--- config.mk ---
export PLATFORM = sky130hd
export DESIGN_NAME = vram_arbiter
export DESIGN_NICKNAME = d
export VERILOG_FILES = /design/src/rtl/vram_arbiter.sv
export SDC_FILE = /design/constraint.sdc
export NUM_CORES = 1
export LEC_CHECK = 0
export CELL_PAD_IN_SITES_DETAIL_PLACEMENT = 1
export CELL_PAD_IN_SITES_GLOBAL_PLACEMENT = 1
export CORE_AREA = 3 3 104 106
export CTS_CLUSTER_SIZE = 12
export DETAILED_ROUTE_END_ITERATION = 12
export DIE_AREA = 0 0 107 109
export GPL_TIMING_DRIVEN = 0
export PLACE_DENSITY_LB_ADDON = 0.25
export SYNTH_ARGS = -nofsm -noshare
export SYNTH_HDL_FRONTEND = slang
export SYNTH_SLANG_ARGS = --single-unit
--- constraint.sdc ---
create_clock -name clk -period 3.7 [get_ports clk]
set_input_delay 0.74 -clock clk [delete_from_list [all_inputs] [get_ports clk]]
set_output_delay 0.74 -clock clk [all_outputs]
set_load 0.02 [all_outputs]
--- src/rtl/vram_arbiter.sv ---
// Shared VRAM arbiter: host byte port and display word port onto one single-ported word memory.
// Define VRAM_ARB_DISP_PRIORITY_EN for fixed display priority on ties; default is round-robin.
module vram_arbiter #(
  parameter int ADDRESS_WIDTH = 23,
  parameter int DATA_WIDTH    = 8,
  parameter int CORE_WIDTH    = 16
) (
  input  logic                     clk,
  input  logic                     rst_n,
  input  logic                     host_req,
  input  logic                     host_we,
  input  logic [ADDRESS_WIDTH-1:0] host_addr,
  input  logic [DATA_WIDTH-1:0]    host_wdata,
  output logic [DATA_WIDTH-1:0]    host_rdata,
  output logic                     host_ack,
  input  logic                     disp_req,
  input  logic [ADDRESS_WIDTH-2:0] disp_addr,
  output logic [CORE_WIDTH-1:0]    disp_rdata,
  output logic                     disp_ack,
  output logic [ADDRESS_WIDTH-2:0] mem_addr,
  output logic                     mem_we,
  output logic [CORE_WIDTH-1:0]    mem_wdata,
  input  logic [CORE_WIDTH-1:0]    mem_rdata,
  output logic                     busy
);

  typedef enum logic [1:0] {
    IDLE   = 2'd0,
    ISSUE  = 2'd1,
    RDWAIT = 2'd2
  } state_t;

  state_t                   state_q;
  logic                     owner_disp_q;
  logic                     op_wr_q;
  logic                     bsel_q;
  logic                     last_disp_q;
  logic [DATA_WIDTH-1:0]    holding_q;
  logic [DATA_WIDTH-1:0]    host_rdata_q;
  logic [CORE_WIDTH-1:0]    disp_rdata_q;
  logic                     host_ack_q;
  logic                     disp_ack_q;
  logic [ADDRESS_WIDTH-2:0] mem_addr_q;
  logic                     mem_we_q;
  logic [CORE_WIDTH-1:0]    mem_wdata_q;

  logic host_ok, disp_ok, host_even, host_mem, disp_wins_tie, grant_disp;

  // A requester still holds req during its own ack cycle; mask it so the
  // completed request is not accepted a second time.
  assign host_ok   = host_req & ~host_ack_q;
  assign disp_ok   = disp_req & ~disp_ack_q;
  assign host_even = host_ok & host_we & ~host_addr[0];
  assign host_mem  = host_ok & ~(host_we & ~host_addr[0]);

`ifdef VRAM_ARB_DISP_PRIORITY_EN
  assign disp_wins_tie = 1'b1;
`else
  assign disp_wins_tie = ~last_disp_q;
`endif

  assign grant_disp = disp_ok & (~host_mem | disp_wins_tie);

  always_ff @(posedge clk or negedge rst_n) begin
    if (!rst_n) begin
      state_q      <= IDLE;
      owner_disp_q <= 1'b0;
      op_wr_q      <= 1'b0;
      bsel_q       <= 1'b0;
      last_disp_q  <= 1'b0;
      holding_q    <= '0;
      host_rdata_q <= '0;
      disp_rdata_q <= '0;
      host_ack_q   <= 1'b0;
      disp_ack_q   <= 1'b0;
      mem_addr_q   <= '0;
      mem_we_q     <= 1'b0;
      mem_wdata_q  <= '0;
    end else begin
      host_ack_q <= 1'b0;
      disp_ack_q <= 1'b0;
      mem_we_q   <= 1'b0;
      case (state_q)
        IDLE: begin
          // Even-byte writes never touch memory, so they complete alongside a display grant.
          if (host_even) begin
            holding_q  <= host_wdata;
            host_ack_q <= 1'b1;
          end
          if (grant_disp) begin
            owner_disp_q <= 1'b1;
            op_wr_q      <= 1'b0;
            mem_addr_q   <= disp_addr;
            state_q      <= ISSUE;
            if (host_mem) last_disp_q <= 1'b1;
          end else if (host_mem) begin
            owner_disp_q <= 1'b0;
            op_wr_q      <= host_we;
            bsel_q       <= host_addr[0];
            mem_addr_q   <= host_addr[ADDRESS_WIDTH-1:1];
            state_q      <= ISSUE;
            if (host_we) begin
              mem_we_q    <= 1'b1;
              mem_wdata_q <= {host_wdata, holding_q};
            end
            if (disp_ok) last_disp_q <= 1'b0;
          end
        end
        ISSUE: begin
          if (op_wr_q) begin
            host_ack_q <= 1'b1;
            state_q    <= IDLE;
          end else begin
            state_q <= RDWAIT;
          end
        end
        RDWAIT: begin
          if (owner_disp_q) begin
            disp_rdata_q <= mem_rdata;
            disp_ack_q   <= 1'b1;
          end else begin
            host_rdata_q <= bsel_q ? mem_rdata[CORE_WIDTH-1:DATA_WIDTH]
                                   : mem_rdata[DATA_WIDTH-1:0];
            host_ack_q   <= 1'b1;
          end
          state_q <= IDLE;
        end
        default: state_q <= IDLE;
      endcase
    end
  end

  assign host_rdata = host_rdata_q;
  assign host_ack   = host_ack_q;
  assign disp_rdata = disp_rdata_q;
  assign disp_ack   = disp_ack_q;
  assign mem_addr   = mem_addr_q;
  assign mem_we     = mem_we_q;
  assign mem_wdata  = mem_wdata_q;
  assign busy       = (state_q != IDLE);

endmodule
==> flow_metrics.tcl <==
set metrics [dict create \
    status "complete, no violations" \
    clock-sinks 79 \
    viasPerCell 5.07 \
    synth.distinct_cells 30 \
    rsz0062_at_grt "no" \
    fin_ws_ns 1.19 \
    die_h_um 109 \
    maxSlewHeadroom_pct 53.0 \
    fp.dieArea_um2 11700 \
    setup_tns_ns 0 \
    syn_nets 409 \
    post_cts_buffers 0 \
    coreArea_um2 9860 \
    clkTransAtPathRegs_ns 0.08 \
    holdCritPathClass "primary input to async pin" \
    place_ws_ns 0.799 \
    n_antenna_cell 0 \
    hold_violations 0 \
    finalSetupViolations 0 \
    die_x_um 107 \
    maxCapViolations 0 \
    crit_path_max_incr_delay_ns 0.57 \
    fin_nets 560 \
    row_count 36 \
    worst_slew_pin_slew_ns 0.705 \
    cts_max_level 3 \
    crit_family "buffers and inverters" \
    drt_iter0_markers 104 \
    synth_common_cells "dfrtp_1 (79), nand2_1 (73), a21oi_1 (31), inv_1 (26)" \
    syn_area_per_cell_um2 10.4 \
    grt_pass1_wl_um 18300 \
    cp_cell_sequence "clkdlybuf4s50_1 -> nand2b_1 -> and3_1 -> buf_2 -> o211ai_4 -> buf_6 -> mux2_1" \
    place_inst 608 \
    synthCells 335 \
    dp_hpwl_um 8310 \
    cp_slowest_cell "clkdlybuf4s50_1" \
    ios 140 \
    hold_buffers 0 \
    critPathKind "primary input to flip-flop" \
    yosysMostFrequentCell "dfrtp_1" \
    tritoncts "yes" \
    drc 0 \
    synth.largest_area_cell "dfrtp_1" \
    first_pass_iters 4 \
    start_util_pct 35.5 \
    crit_arrival_ns 2.74 \
    cts_buffers 9 \
    place_congestion 0.771 \
    grt_overflow 0 \
    grt_antenna_before_repair 0 \
    wl_um 11200 \
    io_buffers 139 \
    synth-seq-cells 79 \
    start_kind "primary input" \
    ctsResizeCount 0 \
    yosysTopAreaCellShare_pct 56.5 \
    cp_num_buf_inv 3 \
    wl_per_cell_um 18.0 \
    yosysSeqAreaShare_pct 56.5 \
    reg2reg_depth 6 \
    clock_latency_ns 0.34 \
    fin_cells 624 \
    fmax_mhz 399 \
    worstSetupEndpointType "flip-flop" \
    postRouteAntennaNets 0 \
    yosys_warnings 0 \
    cts-root-buf "clkbuf_8" \
    power_density_nw_per_um2 833 \
    synth_top_cells_by_area "dfrtp_1 (56%), nand2_1 (7.8%), a32oi_1 (5.5%), mux2_2 (5.5%), a22oi_1 (4.7%)" \
    synthArstFlopShare_pct 100 \
    grt_max_degree 46 \
    final_core_util_pct 53.5 \
    drive_above_1_share_pct 8.15 \
    fin_crit_ns 2.51 \
    required_ns 3.93 \
    p_leak_nw 2.29 \
    netlist_area_um2 3500 \
    clk_path_buf_depth 2 \
    crit_fanout 10 \
    grt_pass1_vias 3664 \
    post-route-period-util_pct 67.8 \
    grt_util_all_layers_pct 20.0 \
    area_growth_pct 50.9 \
    synth_edf_count 0 \
    vias 3166 \
    drv_slew 0 \
    cp.depth 7 \
    synthFlopType "dfrtp_1" \
    clock_skew_ns 0.0114 \
    ir_drop_mv 0.324 \
]
state kept, by name, indices dropped and copies added (netlist names):
name / flops
disp_ack: 1
mem_we: 1
owner_disp_q: 1
host_ack: 1
last_disp_q: 1
mem_wdata: 16
holding_q: 8
state_q: 2
bsel_q: 1
host_rdata: 8
op_wr_q: 1
disp_rdata: 16
mem_addr: 22
logic make-up (layout without fill, tap and decap cells):
group / count (synthesis) / count (layout) / share of synthesized area (%)
simple gates: 95 / 95 / 11.4
xor+xnor: 1 / 1 / 0.250
compound gates: 81 / 81 / 16.3
buf+inv: 46 / 202 / 5.22
mux: 33 / 33 / 10.3
flops: 79 / 79 / 56.5
path summary, 6_finish.rpt:
kind                           from             to  slack (ns)
setup / recovery            host_we  mem_wdata[12]        1.19
hold / removal                rst_n    mem_addr[8]        0.35
setup reg to reg           host_ack  mem_wdata[12]        1.73
hold reg to reg             op_wr_q     state_q[1]        0.46
max in group asynchronous     rst_n   mem_addr[12]        2.75
min in group clk            op_wr_q     state_q[1]        0.46
final cells by class:
| type | instances | area [um^2] |
|---|---|---|
| fill | 1108 | 4580 |
| sequential | 79 | 1980 |
| timing repair buffer | 140 | 1420 |
| multi-input combinational | 210 | 1340 |
| tap | 133 | 166 |
| clock buffer | 12 | 145 |
| inverter | 27 | 101 |
| buffer | 19 | 81.3 |
| clock inverter | 4 | 52.6 |
per-layer routing:
layer  global-route usage (%)  routed length, um
met4                     6.94                196
met2                     36.6               5970
met5                        0                  0
met1                     23.3               4570
met3                     4.14                489
cells in the final DEF, fill, tap and decap left out, types with 2 or more instances in the layout:
cell type        count
a21oi_1             31
a22oi_1             22
a32oi_1             22
buf_2                2
clkbuf_1            18
clkbuf_8            10
clkdlybuf4s50_1    138
dfrtp_1             79
inv_1               26
mux2_1               8
mux2_2              17
mux2i_1              8
nand2_1             73
nand2b_1             3
nor2_1              10
o21ai_0              2
worst reg2reg max path, delay by kind of cell (launching register included):
family / cells / cell delay (ns)
mux: 1 / 0.34
buf+inv: 2 / 0.39
simple gates: 2 / 0.43
flops: 1 / 0.34
compound gates: 1 / 0.36
where the power goes:
part,switching (mW),internal (mW)
sequential,0.237,1.28
combinational,1.19,1.04
clock,0.319,0.334
total,1.75,2.65
stage by stage:
step	total power, mW	instance area (um^2)	hold WS [ns]
after floorplan	2.68	3500	0.430
after global placement	3.69	5060	0.449
after detailed placement	3.80	5080	0.453
after CTS	4.47	5280	0.354
after global routing	4.71	5280	0.359
final	4.40	5280	0.349
No activity file was read; power rests on OpenSTA's default activity.
